File: src/rtl/sejf_pkg.sv
// Shared definitions for the safe combination sequencer: default parameters,
// state encoding and small state-decode helpers.
package sejf_pkg;

    localparam int DEF_DIAL_W      = 6;
    localparam int DEF_CODE0       = 10;
    localparam int DEF_CODE1       = 20;
    localparam int DEF_CODE2       = 30;
    localparam int DEF_MAX_FAIL    = 3;
    localparam int DEF_LOCKOUT_CYC = 1000;

    typedef enum logic [3:0] {
        ST_IDLE  = 4'd0,
        ST_N0    = 4'd1,
        ST_N1    = 4'd2,
        ST_N2    = 4'd3,
        ST_CHECK = 4'd4,
        ST_LOCK  = 4'd5,
        ST_P0    = 4'd6,
        ST_P1    = 4'd7,
        ST_P2    = 4'd8
    } state_t;

    function automatic logic [1:0] state_idx(input state_t s);
        case (s)
            ST_N1, ST_P1: return 2'd1;
            ST_N2, ST_P2: return 2'd2;
            default:      return 2'd0;
        endcase
    endfunction

    function automatic logic state_busy(input state_t s);
        case (s)
            ST_N0, ST_N1, ST_N2, ST_CHECK, ST_P0, ST_P1, ST_P2: return 1'b1;
            default:                                            return 1'b0;
        endcase
    endfunction

endpackage

File: src/rtl/lockout_timer.sv
// Down-counter holding the sequencer in lockout: loaded with the lockout
// length minus one, counts while enabled, reports done at zero.
module lockout_timer #(
    parameter int LOCKOUT_CYC = 1000
) (
    input  logic i_clk,
    input  logic i_rst,
    input  logic i_load,
    input  logic i_en,
    output logic o_done
);

    localparam int CNT_W = (LOCKOUT_CYC > 1) ? $clog2(LOCKOUT_CYC) : 1;

    logic [CNT_W-1:0] r_cnt;

    // Count register: load has priority, then saturating count-down.
    always_ff @(posedge i_clk) begin
        if (i_rst) begin
            r_cnt <= {CNT_W{1'b0}};
        end else if (i_load) begin
            r_cnt <= CNT_W'(LOCKOUT_CYC - 1);
        end else if (i_en && (r_cnt != {CNT_W{1'b0}})) begin
            r_cnt <= r_cnt - CNT_W'(1);
        end
    end

    assign o_done = (r_cnt == {CNT_W{1'b0}});

endmodule

File: src/rtl/combo_sequencer.sv
// One combination-entry attempt: tracks dial reversals, captures three numbers,
// compares them with the programmable code and enforces failure lockout.
module combo_sequencer
    import sejf_pkg::*;
#(
    parameter int DIAL_W      = DEF_DIAL_W,
    parameter int CODE0       = DEF_CODE0,
    parameter int CODE1       = DEF_CODE1,
    parameter int CODE2       = DEF_CODE2,
    parameter int MAX_FAIL    = DEF_MAX_FAIL,
    parameter int LOCKOUT_CYC = DEF_LOCKOUT_CYC
) (
    input  logic              i_clk,
    input  logic              i_rst,
    input  logic [DIAL_W-1:0] i_dial,
    input  logic              i_step,
    input  logic              i_cw,
    input  logic              i_start,
    input  logic              i_confirm,
    input  logic              i_abort,
    input  logic              i_prog,
    input  logic              i_prog_en,
    output logic              o_clr_count,
    output logic              o_match,
    output logic              o_fail,
    output logic              o_prog_done,
    output logic [1:0]        o_idx,
    output logic              o_busy,
    output logic              o_lockout
);

    localparam int FC_W = (MAX_FAIL > 1) ? $clog2(MAX_FAIL + 1) : 1;

    state_t            r_state;
    state_t            w_state_nxt;
    logic [DIAL_W-1:0] r_last;
    logic [DIAL_W-1:0] r_cap0, r_cap1, r_cap2;
    logic [DIAL_W-1:0] r_code0, r_code1, r_code2;
    logic              r_dir;
    logic              r_bad;
    logic [FC_W-1:0]   r_fail_cnt;

    logic w_pass, w_last_fail, w_p_cancel, w_timer_done, w_timer_load;
    logic w_clr_nxt, w_match_nxt, w_fail_nxt, w_prog_done_nxt;

    assign w_pass       = !r_bad && (r_cap0 == r_code0) && (r_cap1 == r_code1) && (r_cap2 == r_code2);
    assign w_last_fail  = (r_fail_cnt == FC_W'(MAX_FAIL - 1));
    // Losing programming permission mid-sequence behaves exactly like abort.
    assign w_p_cancel   = i_abort || !i_prog_en;
    assign w_timer_load = (r_state == ST_CHECK) && (w_state_nxt == ST_LOCK);

    lockout_timer #(
        .LOCKOUT_CYC (LOCKOUT_CYC)
    ) u_lockout_timer (
        .i_clk  (i_clk),
        .i_rst  (i_rst),
        .i_load (w_timer_load),
        .i_en   (r_state == ST_LOCK),
        .o_done (w_timer_done)
    );

    // State register.
    always_ff @(posedge i_clk) begin
        if (i_rst) begin
            r_state <= ST_IDLE;
        end else begin
            r_state <= w_state_nxt;
        end
    end

    // Next-state decode; abort outranks confirm, which outranks step.
    always_comb begin
        w_state_nxt = r_state;
        case (r_state)
            ST_IDLE: begin
                if (i_start)                  w_state_nxt = ST_N0;
                else if (i_prog && i_prog_en) w_state_nxt = ST_P0;
                else                          w_state_nxt = ST_IDLE;
            end
            ST_N0: begin
                if (i_abort)                 w_state_nxt = ST_IDLE;
                else if (i_step && !i_cw)    w_state_nxt = ST_N1;
                else                         w_state_nxt = ST_N0;
            end
            ST_N1: begin
                if (i_abort)                 w_state_nxt = ST_IDLE;
                else if (i_step && i_cw)     w_state_nxt = ST_N2;
                else                         w_state_nxt = ST_N1;
            end
            ST_N2: begin
                if (i_abort)                 w_state_nxt = ST_IDLE;
                else if (i_confirm)          w_state_nxt = ST_CHECK;
                else                         w_state_nxt = ST_N2;
            end
            ST_CHECK: begin
                if (w_pass)                  w_state_nxt = ST_IDLE;
                else if (w_last_fail)        w_state_nxt = ST_LOCK;
                else                         w_state_nxt = ST_IDLE;
            end
            ST_LOCK: begin
                if (w_timer_done)            w_state_nxt = ST_IDLE;
                else                         w_state_nxt = ST_LOCK;
            end
            ST_P0: begin
                if (w_p_cancel)              w_state_nxt = ST_IDLE;
                else if (i_confirm)          w_state_nxt = ST_P1;
                else                         w_state_nxt = ST_P0;
            end
            ST_P1: begin
                if (w_p_cancel)              w_state_nxt = ST_IDLE;
                else if (i_confirm)          w_state_nxt = ST_P2;
                else                         w_state_nxt = ST_P1;
            end
            ST_P2: begin
                if (w_p_cancel)              w_state_nxt = ST_IDLE;
                else if (i_confirm)          w_state_nxt = ST_IDLE;
                else                         w_state_nxt = ST_P2;
            end
            default: w_state_nxt = ST_IDLE;
        endcase
    end

    // Datapath: step tracking, number capture, failure count, stored code.
    always_ff @(posedge i_clk) begin
        if (i_rst) begin
            r_last     <= {DIAL_W{1'b0}};
            r_cap0     <= {DIAL_W{1'b0}};
            r_cap1     <= {DIAL_W{1'b0}};
            r_cap2     <= {DIAL_W{1'b0}};
            r_dir      <= 1'b0;
            r_bad      <= 1'b0;
            r_fail_cnt <= {FC_W{1'b0}};
            r_code0    <= DIAL_W'(CODE0);
            r_code1    <= DIAL_W'(CODE1);
            r_code2    <= DIAL_W'(CODE2);
        end else begin
            case (r_state)
                ST_IDLE: begin
                    if (i_start) begin
                        r_dir <= 1'b0;
                        r_bad <= 1'b0;
                    end
                end
                ST_N0: begin
                    // dir still clear on a CCW step means no CW step was seen yet.
                    if (!i_abort && i_step) begin
                        r_last <= i_dial;
                        r_dir  <= i_cw;
                        if (!i_cw) begin
                            if (r_dir) r_cap0 <= r_last;
                            else       r_bad  <= 1'b1;
                        end
                    end
                end
                ST_N1: begin
                    if (!i_abort && i_step) begin
                        r_last <= i_dial;
                        r_dir  <= i_cw;
                        if (i_cw) r_cap1 <= r_last;
                    end
                end
                ST_N2: begin
                    if (!i_abort) begin
                        if (i_confirm) begin
                            r_cap2 <= i_dial;
                        end else if (i_step) begin
                            r_last <= i_dial;
                            r_dir  <= i_cw;
                        end
                    end
                end
                ST_CHECK: begin
                    if (w_pass || w_last_fail) r_fail_cnt <= {FC_W{1'b0}};
                    else                       r_fail_cnt <= r_fail_cnt + FC_W'(1);
                end
                ST_P0: if (!w_p_cancel && i_confirm) r_code0 <= i_dial;
                ST_P1: if (!w_p_cancel && i_confirm) r_code1 <= i_dial;
                ST_P2: if (!w_p_cancel && i_confirm) r_code2 <= i_dial;
                default: begin
                end
            endcase
        end
    end

    // Output decode; every output is registered from these next values.
    always_comb begin
        w_clr_nxt       = (r_state == ST_IDLE) && (w_state_nxt != ST_IDLE);
        w_match_nxt     = (r_state == ST_CHECK) && w_pass;
        w_fail_nxt      = (r_state == ST_CHECK) && !w_pass;
        w_prog_done_nxt = (r_state == ST_P2) && !w_p_cancel && i_confirm;
    end

    // Output registers.
    always_ff @(posedge i_clk) begin
        if (i_rst) begin
            o_clr_count <= 1'b0;
            o_match     <= 1'b0;
            o_fail      <= 1'b0;
            o_prog_done <= 1'b0;
            o_idx       <= 2'd0;
            o_busy      <= 1'b0;
            o_lockout   <= 1'b0;
        end else begin
            o_clr_count <= w_clr_nxt;
            o_match     <= w_match_nxt;
            o_fail      <= w_fail_nxt;
            o_prog_done <= w_prog_done_nxt;
            o_idx       <= state_idx(w_state_nxt);
            o_busy      <= state_busy(w_state_nxt);
            o_lockout   <= (w_state_nxt == ST_LOCK);
        end
    end

endmodule

File: config.mk
export PLATFORM = sky130hd
export DESIGN_NAME = combo_sequencer
export DESIGN_NICKNAME = d
export VERILOG_FILES = /design/src/rtl/sejf_pkg.sv /design/src/rtl/lockout_timer.sv /design/src/rtl/combo_sequencer.sv
export SDC_FILE = /design/constraint.sdc
export NUM_CORES = 1
export LEC_CHECK = 0
export BUFFER_PORTS_ARGS = -buffer_cell sky130_fd_sc_hd__buf_2
export CORE_AREA = 2 2 80 82
export CTS_CLUSTER_SIZE = 10
export DETAILED_ROUTE_END_ITERATION = 8
export DIE_AREA = 0 0 82 84
export GPL_TIMING_DRIVEN = 0
export HOLD_SLACK_MARGIN = 0.02
export PLACE_DENSITY = 0.72
export SETUP_SLACK_MARGIN = 0.05
export SLEW_MARGIN = 10
export SYNTH_ARGS = -nofsm -noshare
export SYNTH_HDL_FRONTEND = slang
export SYNTH_HIERARCHICAL = 1
export SYNTH_SLANG_ARGS = --single-unit
File: constraint.sdc
create_clock -name i_clk -period 6.6 [get_ports i_clk]
set_clock_uncertainty 0.05 [all_clocks]
set_input_delay 1.32 -clock i_clk [delete_from_list [all_inputs] [get_ports i_clk]]
set_output_delay 1.32 -clock i_clk [all_outputs]
set_load 0.01 [all_outputs]
# Yosys cells after proc, flatten, opt, wreduce, memory -nomap -nowiden
# Cells that the tools add are included.
# Widths: inputs -> output; s select.
# word_totals
reg_bits,68
inputBits,15
out_inout_bits,8
elab_cells,135
# op_classes
addsub,2
eq_ne,28
n_mux,38
bitwise,2
n_reduce_logical,45
# op_table
op,count
$pmux 4 s9,1
$eq 4x3->1 const B,8
$mux 3,8
$mux 6,4
$mux 10,2
$eq 6x6->1,3
$eq 4x2->1 const B,4
$mux 4,4
$logic_and 1x1->1,15
$ne 2x2->1 const B,7
$pmux 6 s2,1
$mux 1,11
$logic_not 10->1,1
$reduce_and 5->1,2
$reduce_bool 10->1,1
$sub 10x1->10 const B,1
$eq 4x1->1 const B,2
$eq 4x4->1 const B,2
$mux 2,4
$reduce_or 2->1,4
$reduce_or 7->1,1
$logic_not 1->1,6
$reduce_and 2->1,3
$reduce_and 3->1,2
14 further kinds,18

# Longest topological paths before layout
# logic_depth
ltp_word,9
depth_mapped,9
ltp_nobuf,8

# By module
# Netlist, hierarchy kept.
# by_module_without_submodules
module,n_inst,cells_per_inst,area_per_inst_um2,seq_area_each_um2
combo_sequencer,1,283,2672.6,1161.1
lockout_timer,1,64,560.5,200.2

# Worst setup path before layout
# No wires, ideal clock.
# synth_timing
path_type,input port to flip-flop
startpoint,input port i_prog_en
endpoint,register o_idx[0]
setup_ps,88
arrival_time_ps,2483
required_time_ps,6462
path_slack_ps,3979
path_stages,6
path_buffers,1
path_cell_list,and4bb_1 > buf_6 > nand3_4 > nand3_2 > or4b_4 > a311oi_2
# synth_via
elab_chain_len,7
elab_cells_between_ends,16
cone_classes,eq/ne (4); mux (7); reduce/logical (5)
# synth_lines
element,line_no,source
start: declaration,combo_sequencer.sv:22,"input logic i_prog_en,"
$logic_and 1x1->1 / $logic_not 1->1 (equally long branches),"combo_sequencer.sv:77, combo_sequencer.sv:49",
$mux 3 / $logic_or 1x1->1 (equally long branches),"combo_sequencer.sv:77, combo_sequencer.sv:49",
"$mux 3, or another cell as far along",combo_sequencer.sv:76,if (i_start) w_state_nxt = ST_N0;
$pmux 4 s9 (*),combo_sequencer.sv:74,case (r_state)
"$eq 4x2->1, or another cell as far along",sejf_pkg.sv:25,case (s)
$reduce_or 2->1,sejf_pkg.sv:25,
$pmux 2 s2 (*),sejf_pkg.sv:25,
end signal: assignment,combo_sequencer.sv:208,o_idx <= state_idx(w_state_nxt);
end: declaration,combo_sequencer.sv:27,"output logic [1:0] o_idx,"
# Mark *: on every way between the ends. The rest lies on a longest branch, timed or not.
# A chain may end at the register's enable or synchronous reset.

# Worst setup path in the final report
# layout_timing
startpoint,input port i_step
endpoint,register o_clr_count
# layout_via
elab_chain_len,6
elab_cells_between_ends,9
cone_classes,mux (5); reduce/logical (4)
# layout_lines
element,line_no,source
start: declaration,combo_sequencer.sv:16,"input logic i_step,"
$logic_and 1x1->1 (on tied branches),"combo_sequencer.sv:87, combo_sequencer.sv:82",
$mux 1 / $mux 2 (equally long branches),"combo_sequencer.sv:87, combo_sequencer.sv:82",
$mux 2 (on tied branches),"combo_sequencer.sv:86, combo_sequencer.sv:81",
$pmux 4 s9 (*),combo_sequencer.sv:74,
$reduce_bool 4->1 (*),combo_sequencer.sv:187,w_clr_nxt = (r_state == ST_IDLE) && (w_state_nxt != ST_IDLE);
$logic_and 1x1->1 (*),combo_sequencer.sv:187,
end signal: assignment,combo_sequencer.sv:204,o_clr_count <= w_clr_nxt;
end: declaration,combo_sequencer.sv:23,"output logic o_clr_count,"
# Marks and branches as above.

==> impl_metrics.env <==
export IMPL_status="finished clean"
export IMPL_hp_class="reg -> reg"
export IMPL_postCtsSetupRepairBufs=0
export IMPL_post_route_period_util_pct=40.3
export IMPL_cts_buffer_depth=2
export IMPL_grt_max_degree=13
export IMPL_crit_required_ns=6.72
export IMPL_ys_ff_latch=68
export IMPL_vias_per_cell=5.62
export IMPL_diodes=0
export IMPL_ios=23
export IMPL_fin_nets=397
export IMPL_yosys_warnings=6
export IMPL_dpl_instance_area_um2=3440
export IMPL_ir_drop_v=0.000137
export IMPL_postSynthAreaPerCell_um2=9.32
export IMPL_async_flop_share_pct=0
export IMPL_drive_above_1_share_pct=16.9
export IMPL_setup_ws_ns=3.94
export IMPL_final_util_pct=59.9
export IMPL_hold_slack_ns=0.414
export IMPL_synth_largest_area_cell="dfxtp_1"
export IMPL_rr_startpoint="r_code2[1]"
export IMPL_synthTopCellsByCount="68 x dfxtp_1, 40 x nor2_1, 27 x mux2i_1, 26 x nand2_1, 18 x a21oi_1"
export IMPL_final_area_um2=3650
export IMPL_cpPeakStageDelay_ns=0.35
export IMPL_netlist_instances=347
export IMPL_ys_flop_type="dfxtp_1"
export IMPL_arrival_ns=2.78
export IMPL_r2r_setup_slack_ns=3.98
export IMPL_numCtsBuffers=9
export IMPL_overflow=0
export IMPL_synth_nets=364
export IMPL_ctsHoldBuffers=0
export IMPL_fmax_ghz=0.376
export IMPL_maxCapViolations=0
export IMPL_rsz0062_at_grt="false"
export IMPL_power_density_nw_per_um2=229
export IMPL_critPathLaunchType="input pin"
export IMPL_post_cts_resize_count=0
export IMPL_leakagePower_nw=1.51
export IMPL_finalHoldViolCount=0
export IMPL_dp_slack_ns=3.61
export IMPL_cts_tree="done"
export IMPL_slew_headroom_pct=59.8
export IMPL_grt_pass1_wl_um=12100
export IMPL_drtIter0Drc=100
export IMPL_finalWirelength_um=7310
export IMPL_yosys_cell_types_count=64
export IMPL_grt_pass1_vias=2509
export IMPL_cpMaxStageDelayCell="or3b_1"
export IMPL_finalMaxSlewViolations=0
export IMPL_critPathCaptureType="flop"
export IMPL_core_area_um2=6100
export IMPL_vias=2598
export IMPL_yosysTopAreaCellShare_pct=42.1
export IMPL_reg2reg_to="u_lockout_timer/r_cnt[3]"
export IMPL_tns_ns=0
export IMPL_die_w_um=82
export IMPL_worst_path_max_fanout=10
export IMPL_seq_area_frac_synth_pct=42.1
export IMPL_synth_enable_flop_cells=0
export IMPL_synth_area_um2=3230
export IMPL_reg2reg_depth=7
export IMPL_setup_viol=0
export IMPL_htreeDepth=3
export IMPL_tightest_slew_ns=0.602
export IMPL_critPathKind="in -> reg"
export IMPL_synth_most_common_cell="dfxtp_1"
export IMPL_cp_endpoint="o_clr_count"
export IMPL_yosys_top_cells_area="dfxtp_1 42%, mux2i_1 8.4%, nor2_1 4.6%"
export IMPL_gp_congestion=0.861
export IMPL_crit_start="i_step"
export IMPL_drc=0
export IMPL_antenna_found_initial=0
export IMPL_dp_cells=446
export IMPL_drtAntennaViolNets=0
export IMPL_final_cell_count_no_fill=462
export IMPL_total_power_mw=0.837
export IMPL_die_h_um=84
export IMPL_area_growth_pct=12.9
export IMPL_root_buffer="clkbuf_8"
export IMPL_period_minus_slack_ns=2.66
export IMPL_start_util_pct=53.0
export IMPL_crit_path_cell_trace="buf_2 > nor4bb_1 > and2_1 > clkbuf_8 > or3b_1 > nor3_1 > a311oi_1"
export IMPL_wire_per_inst_um=15.8
export IMPL_firstDrtPassIters=4
export IMPL_hpwl_um=5170
export IMPL_clock_latency_ns=0.35
export IMPL_core_rowCount=29
export IMPL_fill_cells=535
export IMPL_clk_pin_slew_ns=0.07
export IMPL_grt_total_usage_pct=23.3
export IMPL_clkSinkCount=68
export IMPL_port_buffers=22
export IMPL_dieArea_um2=6890
[cells in the final DEF (no fill, tap or decap), drive strengths merged, types with 3 or more instances in the layout]
cell    count
a211o       6
nor2       40
a21oi      18
xnor2       5
and4bb      3
nor4        6
or3b        3
buf        28
a311oi      3
nor3b       5
clkbuf     23
xor2       16
nand3      17
nor2b       9
nor3        8
and3        3
a31oi       4
o21ai       4
mux2i      27
dfxtp      68
and2        7
inv        12
nand2      26
or3         5
[how the worst min path moves through the flow]
stage | start | cells after the start | slack [ns] | end
6_report | r_fail_cnt[1] | 2 | 0.41 | r_fail_cnt[1]
5_1_grt | r_fail_cnt[1] | 2 | 0.43 | r_fail_cnt[1]
4_1_cts | r_fail_cnt[1] | 2 | 0.41 | r_fail_cnt[1]
3_5_place_dp | r_fail_cnt[1] | 2 | 0.40 | r_fail_cnt[1]
3_3_place_gp | r_fail_cnt[1] | 2 | 0.40 | r_fail_cnt[1]
2_1_floorplan | r_fail_cnt[1] | 2 | 0.39 | r_fail_cnt[1]
[sequential cells by signal (all words and copies together), names as in the netlist, 2 cells and up]
register	count
o_idx	2
r_cap0	6
r_cap1	6
r_cap2	6
r_code0	6
r_code1	6
r_code2	6
r_fail_cnt	2
r_last	6
r_state	4
u_lockout_timer/r_cnt	10
[cells by family (layout without fill, tap and decap cells)]
family	Yosys count	count (layout)	share of synthesized area [%]
mux	27	27	8.36
fa+ha+maj	2	2	0.774
compound gates	52	52	11.4
buf+inv	30	68	5.46
simple gates	147	147	26.2
xor+xnor	21	21	5.69
flops	68	68	42.1
[layer usage]
layer	wire (µm)	track usage [%]
met5	0	0
met4	78	8.33
met3	241	5.30
met2	3490	36.0
met1	3500	31.5
[power by group]
group          internal (mW)  switching (mW)
Clock                  0.196           0.165
Sequential             0.415         0.00294
Combinational         0.0223          0.0362
[cell type report]
cell class	count	area, µm²	area share (%)
inverter	11	41.3	1.13
timing repair buffer	22	110	3.02
buffer	19	135	3.70
clock inverter	5	58.8	1.61
tap	77	96.3	2.64
multi-input combinational	249	1700	46.5
clock buffer	11	151	4.15
sequential	68	1360	37.3
[critical path, delay by kind of cell]
family | cells | cell delay, ns
simple gates | 4 | 1.00
buf+inv | 2 | 0.28
compound gates | 1 | 0.19
(Power assumes the default switching activity.)
